[config.mk]
export PLATFORM = sky130hd
export DESIGN_NAME = compuertas_secuenciador
export DESIGN_NICKNAME = d
export VERILOG_FILES = /design/src/rtl/compuertas_secuenciador.sv
export SDC_FILE = /design/constraint.sdc
export NUM_CORES = 1
export LEC_CHECK = 0
export BUFFER_PORTS_ARGS = -buffer_cell sky130_fd_sc_hd__buf_4
export CAP_MARGIN = 5
export CORE_MARGIN = 2
export CORE_UTILIZATION = 59
export CTS_CLUSTER_DIAMETER = 50
export CTS_CLUSTER_SIZE = 10
export DETAILED_ROUTE_END_ITERATION = 6
export GPL_ROUTABILITY_DRIVEN = 0
export PLACE_DENSITY = 0.95
export SLEW_MARGIN = 20
export SYNTH_ARGS = -nofsm -noshare
export SYNTH_HDL_FRONTEND = slang
export SYNTH_SLANG_ARGS = --single-unit
export TNS_END_PERCENT = 30
[constraint.sdc]
create_clock -name clk -period 3.65 [get_ports clk]
set_input_delay 1.095 -clock clk [delete_from_list [all_inputs] [get_ports clk]]
set_output_delay 1.095 -clock clk [all_outputs]
set_load 0.02 [all_outputs]
[src/rtl/compuertas_secuenciador.sv]
// compuertas_secuenciador
//   Self-test sequencer for a 3-input selectable logic-gate unit. On a start
//   request it enables the unit and sweeps function codes SEL_INI..SEL_FIN
//   (1=AND 2=OR 3=XOR 4=NAND 5=NOR 6=XNOR) over all eight input vectors.
//   Each vector is held ESPERA cycles before sal is sampled. The sampled bit
//   is stored in tabla and checked against a locally computed golden value.
//
// Ports
//   clk, rst              clock (rising edge), asynchronous active-high reset
//   inicio                start pulse, sampled only while idle
//   cancelar              abort request while a sweep is running
//   sal                   gate unit output
//   ent1, ent2, ent3      gate unit inputs, {ent1,ent2,ent3} = vector index
//   act, sel              gate unit enable and function select
//   ocupado, listo        sweep in progress / one-cycle completion pulse
//   tabla                 captured truth table, bit (sel-1)*8+idx
//   error, err_sel, err_ent  sticky mismatch flag and first mismatch location
module compuertas_secuenciador #(
    parameter int ESPERA  = 2,
    parameter int SEL_INI = 1,
    parameter int SEL_FIN = 6
) (
    input  logic        clk,
    input  logic        rst,
    input  logic        inicio,
    input  logic        cancelar,
    input  logic        sal,
    output logic        ent1,
    output logic        ent2,
    output logic        ent3,
    output logic        act,
    output logic [2:0]  sel,
    output logic        ocupado,
    output logic        listo,
    output logic [47:0] tabla,
    output logic        error,
    output logic [2:0]  err_sel,
    output logic [2:0]  err_ent
);

    typedef enum logic [1:0] {
        ST_REPOSO  = 2'd0,
        ST_ESPERA  = 2'd1,
        ST_CAPTURA = 2'd2,
        ST_FIN     = 2'd3
    } estado_t;

    localparam logic [3:0] CNT_FIN = 4'(ESPERA - 1);
    localparam logic [2:0] SEL_INI_L = 3'(SEL_INI);
    localparam logic [2:0] SEL_FIN_L = 3'(SEL_FIN);

    estado_t     estado_r, estado_s;
    logic [3:0]  cnt_r, cnt_s;
    logic [2:0]  idx_r, idx_s;
    logic [2:0]  sel_r, sel_s;
    logic        act_r, act_s;
    logic        ocupado_r, ocupado_s;
    logic        listo_r, listo_s;
    logic [47:0] tabla_r, tabla_s;
    logic        error_r, error_s;
    logic [2:0]  err_sel_r, err_sel_s;
    logic [2:0]  err_ent_r, err_ent_s;
    logic [5:0]  pos_s;

    // Expected gate output for function code f applied to vector v.
    function automatic logic golden(input logic [2:0] f, input logic [2:0] v);
        logic g;
        case (f)
            3'd1:    g = &v;
            3'd2:    g = |v;
            3'd3:    g = ^v;
            3'd4:    g = ~&v;
            3'd5:    g = ~|v;
            3'd6:    g = ~^v;
            default: g = 1'b0;
        endcase
        return g;
    endfunction

    // Next-state and next-output computation for the sweep FSM.
    always_comb begin
        estado_s  = estado_r;
        cnt_s     = cnt_r;
        idx_s     = idx_r;
        sel_s     = sel_r;
        act_s     = act_r;
        ocupado_s = ocupado_r;
        listo_s   = 1'b0;
        tabla_s   = tabla_r;
        error_s   = error_r;
        err_sel_s = err_sel_r;
        err_ent_s = err_ent_r;
        // (sel-1)*8+idx is just the concatenation of the two fields
        pos_s     = {sel_r - 3'd1, idx_r};

        case (estado_r)
            ST_REPOSO: begin
                if (inicio) begin
                    estado_s  = ST_ESPERA;
                    sel_s     = SEL_INI_L;
                    idx_s     = 3'd0;
                    cnt_s     = 4'd0;
                    act_s     = 1'b1;
                    ocupado_s = 1'b1;
                    error_s   = 1'b0;
                    err_sel_s = 3'd0;
                    err_ent_s = 3'd0;
                end else begin
                    estado_s = ST_REPOSO;
                end
            end
            ST_ESPERA: begin
                if (cancelar) begin
                    estado_s  = ST_REPOSO;
                    act_s     = 1'b0;
                    sel_s     = 3'd0;
                    idx_s     = 3'd0;
                    cnt_s     = 4'd0;
                    ocupado_s = 1'b0;
                end else if (cnt_r == CNT_FIN) begin
                    estado_s = ST_CAPTURA;
                    cnt_s    = cnt_r + 4'd1;
                end else begin
                    cnt_s = cnt_r + 4'd1;
                end
            end
            ST_CAPTURA: begin
                // an abort in the capture cycle drops the capture entirely
                if (cancelar) begin
                    estado_s  = ST_REPOSO;
                    act_s     = 1'b0;
                    sel_s     = 3'd0;
                    idx_s     = 3'd0;
                    cnt_s     = 4'd0;
                    ocupado_s = 1'b0;
                end else begin
                    tabla_s[pos_s] = sal;
                    if ((sal != golden(sel_r, idx_r)) && !error_r) begin
                        error_s   = 1'b1;
                        err_sel_s = sel_r;
                        err_ent_s = idx_r;
                    end else begin
                        error_s = error_r;
                    end
                    if (idx_r != 3'd7) begin
                        idx_s    = idx_r + 3'd1;
                        cnt_s    = 4'd0;
                        estado_s = ST_ESPERA;
                    end else if (sel_r != SEL_FIN_L) begin
                        idx_s    = 3'd0;
                        sel_s    = sel_r + 3'd1;
                        cnt_s    = 4'd0;
                        estado_s = ST_ESPERA;
                    end else begin
                        estado_s  = ST_FIN;
                        listo_s   = 1'b1;
                        act_s     = 1'b0;
                        sel_s     = 3'd0;
                        idx_s     = 3'd0;
                        cnt_s     = 4'd0;
                        ocupado_s = 1'b0;
                    end
                end
            end
            ST_FIN: begin
                estado_s = ST_REPOSO;
            end
            default: begin
                estado_s  = ST_REPOSO;
                act_s     = 1'b0;
                sel_s     = 3'd0;
                idx_s     = 3'd0;
                cnt_s     = 4'd0;
                ocupado_s = 1'b0;
            end
        endcase
    end

    // State and output registers.
    always_ff @(posedge clk or posedge rst) begin
        if (rst) begin
            estado_r  <= ST_REPOSO;
            cnt_r     <= 4'd0;
            idx_r     <= 3'd0;
            sel_r     <= 3'd0;
            act_r     <= 1'b0;
            ocupado_r <= 1'b0;
            listo_r   <= 1'b0;
            tabla_r   <= 48'd0;
            error_r   <= 1'b0;
            err_sel_r <= 3'd0;
            err_ent_r <= 3'd0;
        end else begin
            estado_r  <= estado_s;
            cnt_r     <= cnt_s;
            idx_r     <= idx_s;
            sel_r     <= sel_s;
            act_r     <= act_s;
            ocupado_r <= ocupado_s;
            listo_r   <= listo_s;
            tabla_r   <= tabla_s;
            error_r   <= error_s;
            err_sel_r <= err_sel_s;
            err_ent_r <= err_ent_s;
        end
    end

    assign {ent1, ent2, ent3} = idx_r;
    assign act     = act_r;
    assign sel     = sel_r;
    assign ocupado = ocupado_r;
    assign listo   = listo_r;
    assign tabla   = tabla_r;
    assign error   = error_r;
    assign err_sel = err_sel_r;
    assign err_ent = err_ent_r;

endmodule

; ---- Word level (Yosys, flattened, before mapping)
; Cells that the tools add are included.
[word_totals]
ff_bits = 69
word_cells = 101
[op_classes]
eq_ne = 20
add_sub_neg = 4
bitwise = 1
order_cmp = 2
n_mux = 46
n_reduce_logical = 18
[op_table]
columns = op, count
row1 = $bwmux 48, 1
row2 = $mux 3, 12
row3 = $pmux 3 s3, 2
row4 = $mux 1, 16
row5 = $ne 3x3->1 const B, 5
row6 = $pmux 3 s2, 2
row7 = $pmux 4 s3, 1
row8 = $mux 2, 5
row9 = $eq 3x3->1 const B, 3
row10 = $mux 4, 2
row11 = $ne 2x2->1 const B, 4
row12 = $pmux 2 s4, 1
row13 = $reduce_and 4->1, 2
row14 = $lt 6x7->1 const B, 1
row15 = $add 3x1->3 const B, 2
row16 = $demux 1 s6, 1
row17 = $eq 3x2->1 const B, 2
row18 = $ge 6x1->1 const B, 1
row19 = $pmux 1 s6, 1
row20 = $reduce_and 3->1, 2
row21 = $reduce_and 5->1, 1
row22 = $add 4x1->4 const B, 1
row23 = $eq 2x2->1 const B, 2
row24 = $eq 4x1->1 const B, 1
row25 = other kinds (16), 20

; ---- Longest topological paths before layout
; Gate-level depths: netlist of the first run.
[logic_depth]
ltp_word = 10
mapped_depth = 8

; ---- Worst setup path before layout of the first run
; Ideal clock, no wire load.
[synth_path]
kind = register to register
startpoint = register sel_r[0] (netlist: sel[0])
endpoint = register err_ent_r[0] (netlist: err_ent[0])
stages_incl_launch_ff = 8
arrival_time_ns = 2.335
path_buffers = 1
t_required_ns = 3.505
setup_slack_ns = 1.171
cell_sequence = dfrtp_1 > clkbuf_1 > inv_1 > ha_1 > a221o_1 > a221oi_4 > mux2i_1 > o22ai_1
[synth_between]
elab_chain_cells = 8
word_cells_on_any_way = 13
cone_classes = eq/ne: 8 / mux: 3 / reduce/logical: 2
[synth_lines]
columns = item, line_no
row1 = "start, declared", 55  ; logic [2:0] sel_r, sel_s;
row2 = "start signal, assigned", 197  ; sel_r <= sel_s;
row3 = "$eq 3x3->1, or another cell as far along", 68  ; case (f)
row4 = $pmux 1 s6 (*), 68
row5 = $mux 1 (*), 129  ; if (cancelar) begin
row6 = $mux 1 (*), 96  ; case (estado_r)
row7 = $ne 1x1->1 (*), 138  ; if ((sal != golden(sel_r, idx_r)) && !error_r) begin
row8 = $logic_and 1x1->1 (*), 138
row9 = $ne 2x2->1 (no source line) (*), n/a
row10 = $reduce_and 4->1 (no source line) (*), n/a
row11 = "end signal, assigned", 204  ; err_ent_r <= err_ent_s;
row12 = "end, declared", 62  ; logic [2:0] err_ent_r, err_ent_s;
; Every way passes the cells marked *; elsewhere a longest branch is shown, timed or not. The select of a mux whose other input is x is not followed.
; A chain may end at the register's enable or synchronous reset.

; ---- Final worst setup path of the first run
[layout_path]
startpoint = register idx_r[0]
endpoint = register err_ent_r[0] (netlist: err_ent[0])
[layout_between]
elab_chain_cells = 9
word_cells_on_any_way = 16
cone_classes = eq/ne: 2 / mux: 6 / reduce/logical: 8
[layout_lines]
columns = item, line_no
row1 = "start, declared", 54  ; logic [2:0] idx_r, idx_s;
row2 = "start signal, assigned", 196  ; idx_r <= idx_s;
row3 = $reduce_or 3->1 / $reduce_and 3->1 (equally long branches), n/a
row4 = "$logic_not 1->1, on equally long branches", "73, 72"
row5 = $pmux 1 s6, 68
row6 = $mux 1, 129
row7 = $mux 1, 96
row8 = $ne 1x1->1, 138
row9 = $logic_and 1x1->1, 138
row10 = $ne 2x2->1 (no source line), n/a
row11 = $reduce_and 4->1 (no source line), n/a
; Several ways; a longest one is shown, not always the timed one. The select of a mux whose other input is x is not followed.

==> run metrics, run 1 <==
DRT iter0 DRCs=~120; Reg clk slew, reported paths=80 ps; total gr overflow=0; final clock skew=11.8 ps; most common cell in the netlist=dfrtp_1; Layout Nets=399; hold path cells=1; vias in the first global route=2611; number of flops mapped to enable cells by yosys=0; worst reg-to-reg setup slack=1030 ps; status=complete, no violations; largest net degree at the start of global routing=53; worst-path fanout max=13; Starting Density=60.9%; leakage=0.00210 uW; I/O pin count=69; pins over their slew limit=0; first-pass GRT wire length=12800 um; Mean Syn Cell Area=10.8 sq um; Switching Share=about 33%; # rows=27; Synth top area share=around half; Slew headroom=41.5%; proportion of power drawn by the clock network=a little over a third; Final ANT Viol Nets=0; clock buffer depth=2; CTS tree=done; Reg2Reg Depth=7; sequential share of power=40.3%; synthesized area=~0.0034 sq mm; Inserted Diodes=0; Post CTS Setup Buffer Count=0; Clock Latency Late Sink=between 300 and 400 ps; final hold slack=515 ps; DRC errors left=0; Crit-path slowest cell=dfrtp_1; number of CTS-inserted buffers=9; delay-heaviest family, CP=flip-flops; die area=0.00630 sq mm; critical path depth in cells=7; min cycle time layout=2620 ps; Synth Register Bits=69; fmax=382 MHz; WP data required=3850 ps; fraction of registers with async set/reset=100%; Detailed Routing Iterations Pass 1=4; Layout area overhead=24.2%; CP Cell Sequence=inv_1 -> ha_1 -> xor2_1 -> nor2_1 -> a221oi_4 -> mux2i_1 -> o22ai_1; cell taking the most area after synthesis=dfrtp_1; Hold WC Path Type=reg2reg; WS Path Type=reg2reg; core area=0.00551 sq mm; final setup TNS=0 ps; Gate power share=25.0%; part of the cycle the worst path needs=71.8%; Synth top cells by count=dfrtp_1, nor2_1, mux2_2; Peak VDD IR=~0.32 mV; CP Buf/Inv Count=1; htree depth=3; Int Power=1460 uW; CTS Sinks=69; Final setup viols=0; Total Wirelength=7830 um; yosys warns=0; Cell Pwr Density=522 mW/mm^2; # hold bufs at CTS=0; Worst setup EP type=register; Via density=5.70; post-synthesis sequential area ratio=51.5%; Die H=79.4 um; fraction of layout cells with a size suffix above 1=36.2%; Synth cell types=31; DP HPWL=5650 um; CTS Root Cell=clkbuf_8; fillcell total=355; synth top area cells=dfrtp_1, mux2_2, nor2_1, ha_1, nand2_1; area of the multi-input gates=0.00152 sq mm; Fin. Hold Viols=0; Synth Instances=310; GR Util All Layers=27.0%; NetSw=712 uW; synthesized net count=330; port buffer count=68; Vias=2597; max cap viols=0; Sequential Area=0.00173 sq mm; Worst setup SP type=register; CP max stage delay=approximately 600 ps; initial antenna violation count=0; drt wl/cell=between 15 and 20 um; Worst Tran Pin Value=870 ps; die width=79.4 um; Synth Flop Type=dfrtp_1; RSZ-0062 raised after global routing=false; CP Data Arrival Time=~2800 ps; post-cts resize count=0
[logic make-up (layout without fill, tap and decap cells)]
| logic type | count (synthesis) | count (layout) | share of synthesized area [%] |
|---|---|---|---|
| AOI/OAI and AO/OA | 26 | 26 | 5.23 |
| xor gates and xnor gates | 4 | 4 | 1.05 |
| adders and majority gates | 15 | 15 | 5.60 |
| buffers and inverters | 25 | 99 | 3.17 |
| DFF | 69 | 69 | 51.5 |
| muxes | 52 | 52 | 17.4 |
| and+or+nand+nor | 119 | 119 | 16.1 |
[placed cells by master (no fill, tap or decap), types with 2 or more instances in the layout]
master | Yosys | layout
inv_1 | 13 | 12
o21ai_0 | 13 | 13
nor2b_1 | 4 | 4
clkbuf_1 | 9 | 2
nand2_1 | 28 | 28
nor2_1 | 51 | 51
clkbuf_8 | 0 | 9
o22ai_1 | 7 | 7
or3_1 | 2 | 2
nor4_1 | 2 | 2
or2_2 | 2 | 2
mux2i_1 | 3 | 3
buf_4 | 1 | 69
xor2_1 | 3 | 3
nand4_1 | 7 | 7
nand3_1 | 14 | 14
nand2b_1 | 6 | 6
mux2_2 | 49 | 49
dfrtp_1 | 69 | 69
ha_1 | 15 | 15
bufinv_16 | 0 | 3
[cell type report]
type | instances | area share, %
flip-flops and latches | 69 | 41.5
multi-input cells | 216 | 36.5
repair buffers | 70 | 12.9
clock buffers | 11 | 3.16
clock inverters | 5 | 2.59
well taps | 72 | 2.16
inverters | 13 | 1.17
[power groups by stage]
stage | clock, uW | sequential [uW] | combinational [uW]
finish | 754 | 875 | 542
detailed placement | 0 | 889 | 537
global placement | 0 | 884 | 517
global route | 788 | 883 | 598
CTS | 756 | 874 | 540
floorplan | 0 | 908 | 344
[state kept, by name (all words and copies together) (netlist names)]
name / flops
tabla: 48
cnt_r: 4
err_ent: 3
err_sel: 3
idx_r: 3
sel: 3
estado_r: 2
error: 1
listo: 1
ocupado: 1
[per-layer routing]
metal  vias up  GRT usage (%)  share of wire, %  routed length, um
li1       1202              -                 -                  -
met1      1283           32.2                41               3180
met2        96           45.4                50               3920
met3        16           8.03               6.9                539
met4         0           11.6               2.3                182
met5         -              0                 0                  0
[final timing paths]
check	end	from
worst min register to register	tabla[13]	tabla[13]
min in group asynchronous	tabla[11]	rst
max in group asynchronous	sel[2]	rst
worst max-delay path	err_ent[0]	idx_r[0]
worst min-delay path	tabla[13]	tabla[13]
worst max register to register	err_ent[0]	idx_r[0]
[metrics by stage]
stage	area (sq um)	setup slack [ps]	utilization [%]	instances	power, uW
final	4160	1030	75.6	456	2170
after global routing	4160	796	75.6	456	2270
after CTS	4160	1030	75.6	456	2170
after detailed placement	3920	846	71.2	440	1430
after global placement	3920	984	71.2	440	1400
after floorplan	3350	815	-	310	1250
Power figures use the tool's default switching activity.
==> inputs of run 2 (changes only) <==
- CORE_UTILIZATION: 59 -> 55
- PLACE_DENSITY: 0.95 -> 0.91
- clock period: 3.65 -> 2.75 ns (I/O delays scaled with it)
==> run metrics, run 2 (synthesis gave the netlist of run 1 again) <==
status=complete, no violations; Gate power share=26.0% (+1.0 points); port buffer count=68 (unchanged); Layout Nets=402 (+0.75%); Worst setup SP type=register; clock buffer depth=2 (unchanged); WP data required=2960 ps (-890 ps); min cycle time layout=2640 ps (+19.4 ps); final setup margin=111 ps (-919 ps); critical path depth in cells=6 (-1); Final setup viols=0 (unchanged); Non-Filler Instances=462 (+1.3%); Vias=2609 (+0.46%); RR Startpoint=sel[0]; GR Util All Layers=25.7% (-1.2 points); # rows=28 (+3.7%); DRT iter0 DRCs=177 (+45%); NetSw=954 uW (+34%); CP Cell Sequence=inv_1 -> ha_1 -> a221o_1 -> a221oi_4 -> mux2i_1 -> o22ai_1; Fin. Hold Viols=0 (unchanged); Clock Latency Late Sink=350 ps (about the same); Crit. Startpoint=sel[0]; fraction of layout cells with a size suffix above 1=37.2% (+1.0 points); worst-path fanout max=12 (-1); die width=82.1 um (+3.4%); total gr overflow=0 (unchanged); dpl ws=212 ps (-635 ps); proportion of power drawn by the clock network=32.5% (-2.2 points); CTS Root Cell=clkbuf_8; DRC errors left=0 (unchanged); Reg clk slew, reported paths=80 ps (about the same); Starting Density=56.6% (-4.3 points); Inserted Diodes=0 (unchanged); Final ANT Viol Nets=0 (unchanged); Total Wirelength=8030 um (+2.6%); delay-heaviest family, CP=compound AO/OA/AOI/OAI gates; I/O pin count=69 (unchanged); drt wl/cell=17.4 um (+1.3%); commonest non-fill, non-tap cell in the layout=buf_4; largest net degree at the start of global routing=53 (unchanged); Int Power=1840 uW (+26%); fmax=379 MHz (-0.73%); Hold WC Path Type=in2async; Largest register FFs=48 (unchanged); Via density=5.65 (-0.84%); CP Buf/Inv Count=1 (unchanged); Sequential Area=0.00173 sq mm (unchanged); first-pass GRT wire length=12700 um (-0.81%); # hold bufs at CTS=0 (unchanged); crit path to=err_sel[2]; vias in the first global route=2598 (-0.50%); die area=0.00673 sq mm (+6.9%); number of CTS-inserted buffers=9 (unchanged); Layout area overhead=24.0%; sequential share of power=41.4% (+1.1 points); RSZ-0062 raised after global routing=false; Peak VDD IR=0.395 mV (+22%); DP HPWL=5760 um (+1.9%); max cap viols=0 (unchanged); most frequent cells in the layout=buf_4, dfrtp_1, nor2_1; Cell Pwr Density=673 mW/mm^2 (+29%); final setup TNS=0 ps (unchanged); CTS tree=done; CP max stage delay=590 ps (about the same); Detailed Routing Iterations Pass 1=5 (+1); pins over their slew limit=0 (unchanged); htree depth=3 (unchanged); final clock skew=8.35 ps (-3.41 ps); CTS Sinks=69 (unchanged); Die H=82.1 um (+3.4%); CP Data Arrival Time=2850 ps (+30 ps); Slew headroom=54.5% (+13 points); WS Path Type=reg2reg; Worst Tran Pin Value=666 ps (-204 ps); area of the multi-input gates=0.00152 sq mm (+0.25%); worst reg-to-reg setup slack=110 ps (-920 ps); Worst setup EP type=register; leakage=0.00210 uW (-0.20%); RR Endpoint=err_sel[2]; part of the cycle the worst path needs=96.0% (+24 points); core area=0.00592 sq mm (+7.5%); fillcell total=401 (+13%); Placed Cells=446 (+1.4%); Crit-path slowest cell=dfrtp_1; Reg2Reg Depth=6 (-1); initial antenna violation count=0 (unchanged); Switching Share=34.1% (+1.3 points)
==> run 2: cell types whose count changed in the layout (fill, tap and decap cells not counted) <==
cell / delta
buf_4: +4
bufinv_16: -1
mux2i_2: +1
buf_12: -1
clkinv_4: +1
clkbuf_1: -1
mux2i_1: -1
clkinv_2: +2
inv_6: -1
==> run 2: what timing repair did <==
item | CTS | global route
endpoints found under the setup margin | 0 | 5
buffers inserted | 0 | 0
resized for setup | 0 | 1
==> run 2: power by group through the flow <==
stage	logic, uW	registers (uW)	clock network [uW]
after floorplan	456	1200	0
after global placement	691	1170	0
after detailed placement	712	1180	0
after CTS	723	1160	915
after global routing	800	1170	956
final	728	1160	909
==> run 2: layout make-up <==
cell class / instances / share of cell area (%)
Clock buffer: 10 / 3.07
Tap cell: 75 / 2.26
Timing Repair Buffer: 73 / 13.2
Sequential cell: 69 / 41.6
Inverter: 13 / 1.17
Multi-Input combinational cell: 216 / 36.6
Clock inverter: 6 / 2.11
==> run 2: how the worst min path moves through the flow <==
stage	start	end	slack (ps)	depth (start not counted)
floorplan	cnt_r[2]	cnt_r[2]	470	1
detailed placement	tabla[46]	tabla[46]	500	1
finish	rst	tabla[39]	520	2
global route	tabla[16]	tabla[16]	530	1
global placement	tabla[31]	tabla[31]	490	1
CTS	rst	tabla[39]	520	2
==> run 2: per-layer routing <==
metal | wire (um) | track usage, % | vias up | share of wire [%]
li1 | - | - | 1202 | -
met5 | 0 | 0 | - | 0
met2 | 4060 | 41.4 | 108 | 51
met1 | 3180 | 31.5 | 1277 | 40
met3 | 597 | 7.91 | 22 | 7.4
met4 | 197 | 12.7 | 0 | 2.5
==> run 2: stage by stage <==
step	utilization [%]	hold slack (ps)	instance area, sq um	power, uW
floorplan	-	473	3350	1660
CTS	70.1	515	4150	2800
finish	70.2	516	4160	2800
detailed placement	66.5	497	3940	1890
global placement	66.5	491	3940	1860
global route	70.2	526	4160	2920
